<file path="src/rtl/mac_acc_reader.sv">
// Snapshots the accumulator and streams it out LSB chunk first over valid/ready.
// Optionally strobes the accumulator clear afterwards, holding loads meanwhile.
module mac_acc_reader #(
  parameter int ACC_W = 16,
  parameter int OUT_W = 8
) (
  input  logic             clk,
  input  logic             rst_n,
  input  logic             rd_req,
  input  logic             clr_on_read,
  input  logic [ACC_W-1:0] acc_q,
  output logic             acc_hold,
  output logic             acc_clr,
  output logic             busy,
  output logic [OUT_W-1:0] out_data,
  output logic             out_valid,
  output logic             out_last,
  input  logic             out_ready
);

  localparam int NCHUNK = ACC_W / OUT_W;
  localparam int CNT_W = (NCHUNK > 1) ? $clog2(NCHUNK) : 1;
  localparam logic [CNT_W-1:0] LAST_CNT = CNT_W'(NCHUNK - 1);

  typedef enum logic [1:0] {
    IDLE,
    SEND,
    CLEAR
  } state_t;

  state_t           state;
  logic [ACC_W-1:0] shadow;
  logic [ACC_W-1:0] shadow_nx;
  logic [CNT_W-1:0] cnt;
  logic [CNT_W-1:0] cnt_nx;
  logic             clr_lat;

  assign shadow_nx = shadow >> OUT_W;
  assign cnt_nx    = cnt + CNT_W'(1);
  assign out_data  = shadow[OUT_W-1:0];

  // Hold must already be up on the capture edge so no load slips in.
  assign acc_hold = rst_n &&
    ((state == IDLE && rd_req && clr_on_read) || (busy && clr_lat));

  always_ff @(posedge clk or negedge rst_n) begin
    if (!rst_n) begin
      state     <= IDLE;
      shadow    <= '0;
      cnt       <= '0;
      clr_lat   <= 1'b0;
      out_valid <= 1'b0;
      out_last  <= 1'b0;
      acc_clr   <= 1'b0;
      busy      <= 1'b0;
    end else begin
      unique case (state)
        IDLE: begin
          if (rd_req) begin
            shadow    <= acc_q;
            clr_lat   <= clr_on_read;
            cnt       <= '0;
            out_valid <= 1'b1;
            out_last  <= (NCHUNK == 1);
            busy      <= 1'b1;
            state     <= SEND;
          end
        end
        SEND: begin
          if (out_ready) begin
            shadow <= shadow_nx;
            cnt    <= cnt_nx;
            if (cnt == LAST_CNT) begin
              out_valid <= 1'b0;
              out_last  <= 1'b0;
              if (clr_lat) begin
                acc_clr <= 1'b1;
                state   <= CLEAR;
              end else begin
                busy  <= 1'b0;
                state <= IDLE;
              end
            end else begin
              out_last <= (cnt_nx == LAST_CNT);
            end
          end
        end
        CLEAR: begin
          acc_clr <= 1'b0;
          busy    <= 1'b0;
          clr_lat <= 1'b0;
          state   <= IDLE;
        end
        default: state <= IDLE;
      endcase
    end
  end

endmodule
</file>
<file path="config.mk">
export PLATFORM = sky130hd
export DESIGN_NAME = mac_acc_reader
export DESIGN_NICKNAME = d
export VERILOG_FILES = /design/src/rtl/mac_acc_reader.sv
export SDC_FILE = /design/constraint.sdc
export NUM_CORES = 1
export LEC_CHECK = 0
export CELL_PAD_IN_SITES_DETAIL_PLACEMENT = 1
export CELL_PAD_IN_SITES_GLOBAL_PLACEMENT = 1
export CORE_UTILIZATION = 41
export DETAILED_ROUTE_END_ITERATION = 12
export PLACE_DENSITY_LB_ADDON = 0.1
export SLEW_MARGIN = 25
export SYNTH_ARGS = -nofsm -noshare
export SYNTH_HDL_FRONTEND = slang
export SYNTH_SLANG_ARGS = --single-unit
</file>
<file path="constraint.sdc">
create_clock -name clk -period 5.75 [get_ports clk]
set_input_delay 1.725 -clock clk [delete_from_list [all_inputs] [get_ports clk]]
set_output_delay 1.725 -clock clk [all_outputs]
set_load 0.05 [all_outputs]
</file>
# [After elaboration in Yosys (flattened, before gate mapping)]
# Index checks and enable logic that the tools add are counted.
[classes] addsub=1 eq_ne=7 muxes=28 n_reduce_logical=16
[op_table] cell="$mux 16" count=2
[op_table] cell="$pmux 16 s2" count=1
[op_table] cell="$mux 1" count=14
[op_table] cell="$ne 2x2->1 const B" count=5
[op_table] cell="$pmux 1 s2" count=5
[op_table] cell="$mux 2" count=4
[op_table] cell="$reduce_and 4->1" count=2
[op_table] cell="$reduce_and 3->1" count=2
[op_table] cell="$reduce_bool 2->1" count=3
[op_table] cell="$reduce_and 5->1" count=1
[op_table] cell="$logic_and 1x1->1" count=4
[op_table] cell="$pmux 2 s2" count=1
[op_table] cell="$pmux 1 s3" count=1
[op_table] cell="$reduce_bool 3->1" count=1
[op_table] cell="$eq 2x1->1 const B" count=1
[op_table] cell="$eq 2x2->1 const B" count=1
[op_table] cell="$logic_not 2->1" count=1
[op_table] cell="$reduce_and 2->1" count=1
[op_table] cell="$add 1x1->1 const B" count=1
[op_table] cell="$logic_or 1x1->1" count=1
[totals] regBits=24 in_bits=21 output_inout_bits=13 elab_cells=60

# [Logic depth before layout (Yosys ltp)]
# Gate-level depths: netlist of the first run.
[depth] word_depth=5 depth_mapped=7 mapped_depth_nobuf=5

# [Worst setup path before layout of the first run]
# Ideal clock, no wire load.
[synth_path] path_kind="in2out" from="in clr_on_read" to="out acc_hold" arrival_ns=2.930 required_time_ns=4.025 setup_slack_ns=1.095 path_stages=2 n_path_buf=0 path_cell_list="nand3_1 -> a21boi_0"
[synth_between] elab_chain_cells=3
[synth_lines] element="from (decl)" line="10" source="input logic clr_on_read,"
[synth_lines] element="$logic_and 1x1->1" line="44" source="((state == IDLE && rd_req && clr_on_read) || (busy && clr_lat));"
[synth_lines] element="$logic_or 1x1->1" line="44"
[synth_lines] element="$logic_and 1x1->1" line="43" source="assign acc_hold = rst_n &&"
[synth_lines] element="to (decl)" line="12" source="output logic acc_hold,"
# Every way passes these cells.

# [Worst setup path after layout of the first run]
[layout_path] from="in rd_req" to="out acc_hold"
[layout_between] elab_chain_cells=4
[layout_lines] element="from (decl)" line="9" source="input logic rd_req,"
[layout_lines] element="$logic_and 1x1->1 (2 in a row)" line="44"
[layout_lines] element="$logic_or 1x1->1" line="44"
[layout_lines] element="$logic_and 1x1->1" line="43"
# Every way passes these cells.

==> impl_metrics.yaml, run 1 <==
cts:
  cts_resized: 0
  post_cts_buffers: 0
  cts_sinks: 23
  clockBufferDepth: 2
  path_clk_slew_ps: 130
  clk_latency_ps: 330
  cts-root-buf: "clkbuf_4"
  h-tree-depth: 1
  hold_buffers: 0
  cts_tree: "built"
  cts_made_buffers: 3
sta:
  setup_slack_ps: 1140
  tns_ps: 0
  drv_slew: 0
  worst_pin_slew_ps: 925
  rsz0062_at_grt: "false"
  period_share: 0.801
  setup_viol: 0
  finClkSkew_ps: 7.25
  slew_headroom: 0.381
  finalCriticalPeriod_ps: 4610
  hold_viol_final: 0
  fmax_mhz: 217
run_status:
  status: "finished clean"
synthesis:
  syn_inst: 110
  ys_seq_area_frac: 0.426
  synth_enable_flop_cells: 0
  synth_cell_type_count: 29
  netlist_area_sq_um: 1350
  syn-mean-instance-area_sq_um: 12.3
  synth_flop_cell: "dfrtp_1"
  ys_warn_count: 0
  postSynth.asyncResetShare: 1.00
  synth_fp_nets: 137
  ys_ff_latch: 23
setup_path:
  path_max_fanout: 5
  worstPathArrival_ps: 2880
  crit_type: "in2out"
  worstPathRequired_ps: 4030
  end_kind: "output port"
  start_kind: "input pin"
drt:
  detail_route.wl_per_cell_um: 15.0
  drc_errors: 0
  avgViaCountPerCell: 4.90
  dr.pass1.iters: 4
  ant_nets: 0
  vias: 886
  drt_iter0_markers: 16
  routed_wl_um: 2710
finish:
  nFillCells: 337
  diodes: 0
  final_cells: 181
  post-route-util: 0.550
  area_growth_pct: 25.3
  drive_above_1_share: 0.255
  multi_input_area_sq_um: 672
  regArea_sq_um: 576
  finalNetCount: 165
power:
  combPwrFrac: 0.648
  power.density_nw_per_um2: 629
  pwr-share-seq: 0.276
  power_switching_uw: 471
  vdd_drop_max_mv: 0.261
  switching_share: 0.442
  p_clk_frac: 0.076
  internal_power_uw: 594
  power_leakage_nw: 0.742
floorplan:
  start_util: 0.439
  rows: 20
  dieHeight_um: 59.4
  die_w_um: 59.4
  core_sq_um: 3080
  ios: 34
  fp.dieArea_sq_um: 3530
global_route:
  use_met2: 0.279
  first_global_vias: 934
  grt_max_degree: 24
  grt_use_met1: 0.228
  grt_util_met3: 0.0284
  antenna_found_initial: 0
  grt_pass1_wl_um: 4450
  overflow: 0
  top_usage_layer: "met2"
  grt_use_total: 0.171
placed_design:
  gp_routability_congestion: 0.811
  dp_hpwl_um: 1930
  io_buffers: 33
  place_inst: 177
  dp_slack_ps: 1140
hold_path:
  min_path_type: "reg2reg"
job:
  max_cap_viol_count: 0
## cell usage in the layout, fill, tap and decap left out
cell,count
clkdlybuf4s50_1,32
dfrtp_1,23
mux2_2,15
mux2_4,10
nor2b_1,8
ha_1,6
nand2b_1,5
inv_1,4
nand2_1,4
clkbuf_4,3
nand3_1,2
and2b_4,2
nor2_1,2
a21oi_1,2
mux2i_1,2
o31ai_1,2
o21ai_0,2
a21boi_0,1
nor3_4,1
nand4_1,1
a31oi_1,1
o2bb2ai_1,1
nand4b_1,1
a221o_1,1
and3_1,1
a21bo_2,1
a22o_1,1
clkinv_2,1
buf_12,1
buf_4,1
## worst max-delay path, stage by stage
cell,delay (ps)
clkdlybuf4s50_1,530
nand3_1,100
a21boi_0,330
buf_12,190
## layout make-up
cell class                 instances  area share
clock buffer                       3      0.0133
clock inverter                     1     0.00296
inverter                           4     0.00887
multi-input combinational         72       0.397
sequential                        23       0.340
tap                               44      0.0325
timing repair buffer              34       0.205
## worst paths after layout
path,depth (start not counted),endpoint,startpoint,slack [ps]
setup / recovery,4,acc_hold,rd_req,1140
hold / removal,1,shadow[1]$_DFFE_PN0P_,shadow[1]$_DFFE_PN0P_,530
setup reg to reg,5,shadow[7]$_DFFE_PN0P_,state[0]$_DFFE_PN0P_,3370
hold reg to reg,1,shadow[1]$_DFFE_PN0P_,shadow[1]$_DFFE_PN0P_,530
max in group asynchronous,2,shadow[7]$_DFFE_PN0P_,rst_n,3720
min in group asynchronous,2,out_valid$_DFFE_PN0P_,rst_n,1800
## cell families after synthesis
| kind of cell | Yosys count | synth area share |
|---|---|---|
| multiplexers | 27 | 0.251 |
| AND/OR/NAND/NOR | 27 | 0.127 |
| flip-flops | 23 | 0.426 |
| buffers and inverters | 15 | 0.0768 |
| AO/OA/AOI/OAI | 12 | 0.0639 |
| adder cells (fa/ha/maj) | 6 | 0.0556 |
## power groups by stage
stage	clock network [mW]	logic, mW	registers [mW]
after floorplan	0	0.550	0.324
after global placement	0	0.685	0.291
after detailed placement	0	0.698	0.297
after CTS	0.0868	0.700	0.294
after global routing	0.0891	0.743	0.305
final	0.0807	0.690	0.294
## synthesized netlist by cell type, drive strengths merged, types with 4 or more instances
cell    instances  share of area
nor2b           8          0.037
inv             4          0.011
nand2           4          0.011
nand2b          5          0.023
ha              6          0.056
buf            10          0.063
dfrtp          23           0.43
mux2           25           0.24
## flip-flops by register name, indices dropped and copies added, names as in the netlist
name / flops
out_last: 1
acc_clr: 1
state: 2
clr_lat: 1
out_valid: 1
shadow: 16
busy: 1
## layer usage
layer | wire length, um | share of wire | vias up
li1 | - | - | 426
met5 | 0 | 0 | -
met3 | 90 | 0.033 | 3
met4 | 32 | 0.012 | 0
met2 | 1320 | 0.49 | 24
met1 | 1270 | 0.47 | 433
## through the flow
step	area, sq um	power, mW	hold slack [ps]
2_1_floorplan	1350	0.874	475
3_3_place_gp	1670	0.976	489
3_5_place_dp	1670	0.996	494
4_1_cts	1690	1.08	530
5_1_grt	1690	1.14	549
6_report	1690	1.06	529
Power figures use the tool's default switching activity.
==> inputs of run 2 (changes only) <==
Settings changed: CORE_UTILIZATION 41 to 38.
Clock period 5.75 ns to 4.55 ns, I/O delays scaled along.
==> run 2 against run 1 <==
  * Count of clock-buffer cells in the layout unchanged
  * Sequential share of layout area shrank 0.20 points
  * Die area grew 7.6%
  * Hold slack worse by 6.0 ps
  * Setup slack got worse by 540 ps
  * Critical path depth did not move
  * Global-route usage is 1.0 points lower
  * Design area is 0.59% higher
  * Clock skew decreased by 2.6 ps
  * Register-to-register slack got worse by 1000 ps
  * Highest routed layer unchanged
==> impl_metrics.yaml, run 2 (synthesized netlist as in run 1, its figures left out) <==
cts:
  clk_latency_ps: 320
  hold_buffers: 0
  path_clk_slew_ps: 120
  post_cts_buffers: 0
  cts_made_buffers: 3
  cts_sinks: 23
  clockBufferDepth: 2
  h-tree-depth: 1
  cts-root-buf: "clkbuf_4"
  cts_tree: "built"
  cts_resized: 0
global_route:
  overflow: 0
  antenna_found_initial: 0
  grt_max_degree: 24
  grt_use_total: 0.161
  first_global_vias: 918
  grt_pass1_wl_um: 4370
finish:
  layout_common_cells: "clkdlybuf4s50_1 (32), dfrtp_1 (23), mux2_2 (15)"
  top_register: "shadow"
  regArea_sq_um: 576
  final_cells: 184
  multi_input_area_sq_um: 672
  nFillCells: 384
  finalNetCount: 166
  reg_top3: "shadow: 16 flops, state: 2 flops"
  post-route-util: 0.506
  area_growth_pct: 26.0
  largest_reg_flops: 16
  diodes: 0
  drive_above_1_share: 0.261
  layout_commonest_cell: "clkdlybuf4s50_1"
  final_cell_area_sq_um: 1700
setup_path:
  crit_slowest_cell: "clkdlybuf4s50_1"
  end_kind: "output port"
  crit_chain: "clkdlybuf4s50_1 > nand3_1 > a21boi_0 > buf_12"
  crit_family: "buffers and inverters"
  worstPathArrival_ps: 2580
  worstPathRequired_ps: 3180
  path_buf_inv: 2
  crit_type: "in2out"
  cpPeakStageDelay_ps: 530
  start_kind: "input pin"
  r2r_setup_slack_ps: 2360
  path_max_fanout: 5
drt:
  vias: 915
  drt_iter0_markers: 41
  drc_errors: 0
  top_layer: "met4"
  avgViaCountPerCell: 4.97
  routedLengthMet1_um: 1250
  routed_wl_um: 2680
  ant_nets: 0
  detail_route.wl_per_cell_um: 14.6
  dr_wl_met3_um: 101
  dr.pass1.iters: 4
  dr_wl_met2_um: 1270
floorplan:
  die_w_um: 61.6
  rows: 21
  start_util: 0.402
  ios: 34
  core_sq_um: 3360
  dieHeight_um: 61.6
  fp.dieArea_sq_um: 3800
job:
  max_cap_viol_count: 0
sta:
  rsz0062_at_grt: "false"
  setup_viol: 0
  fmax_mhz: 254
  period_share: 0.866
  worst_pin_slew_ps: 776
  finalCriticalPeriod_ps: 3940
  finClkSkew_ps: 4.64
  hold_viol_final: 0
  tns_ps: 0
  setup_slack_ps: 608
  slew_headroom: 0.482
  drv_slew: 0
power:
  power_leakage_nw: 0.747
  vdd_drop_max_mv: 0.275
  power.density_nw_per_um2: 790
hold_path:
  min_path_type: "reg2reg"
run_status:
  status: "finished clean"
placed_design:
  dpl-instance-area_sq_um: 1680
  place_inst: 180
  dp_slack_ps: 621
  io_buffers: 33
  dp_hpwl_um: 1970
  gp_routability_congestion: 0.764
[run 2: cell count changes in the layout (fill, tap and decap cells not counted), sizes merged]
cell | before | now
buf | 2 | 3
[run 2: worst paths after layout]
check	start	to	depth (start not counted)
min in group asynchronous	rst_n	busy$_DFFE_PN0P_	2
max	rd_req	acc_hold	4
min reg2reg	shadow[9]$_DFFE_PN0P_	shadow[9]$_DFFE_PN0P_	1
max reg2reg	state[1]$_DFFE_PN0P_	state[0]$_DFFE_PN0P_	5
min	shadow[9]$_DFFE_PN0P_	shadow[9]$_DFFE_PN0P_	1
max in group asynchronous	rst_n	shadow[0]$_DFFE_PN0P_	2
[run 2: metrics by stage]
step	hold WS, ps	total power, mW
CTS	525	1.37
global route	534	1.44
floorplan	475	1.10
global placement	485	1.24
finish	523	1.35
detailed placement	494	1.26
[run 2: cell type report]
cell class,count,area share
clock inverters,1,0.00294
inverters,4,0.00882
well taps,46,0.0338
multi-input cells,72,0.395
clock buffers,3,0.0132
repair buffers,35,0.209
flip-flops and latches,23,0.338
[run 2: report_power, final]
part	total, mW	switching [mW]	internal [mW]
combinational	0.878	0.459	0.419
sequential	0.370	0.0659	0.304
clock	0.0982	0.0652	0.0330
[run 2: routing by layer]
| layer | global-route usage | up-vias |
|---|---|---|
| met3 | 0.0189 | 6 |
| met5 | 0 | - |
| met1 | 0.224 | 454 |
| met4 | 0.0762 | 0 |
| li1 | - | 431 |
| met2 | 0.250 | 24 |
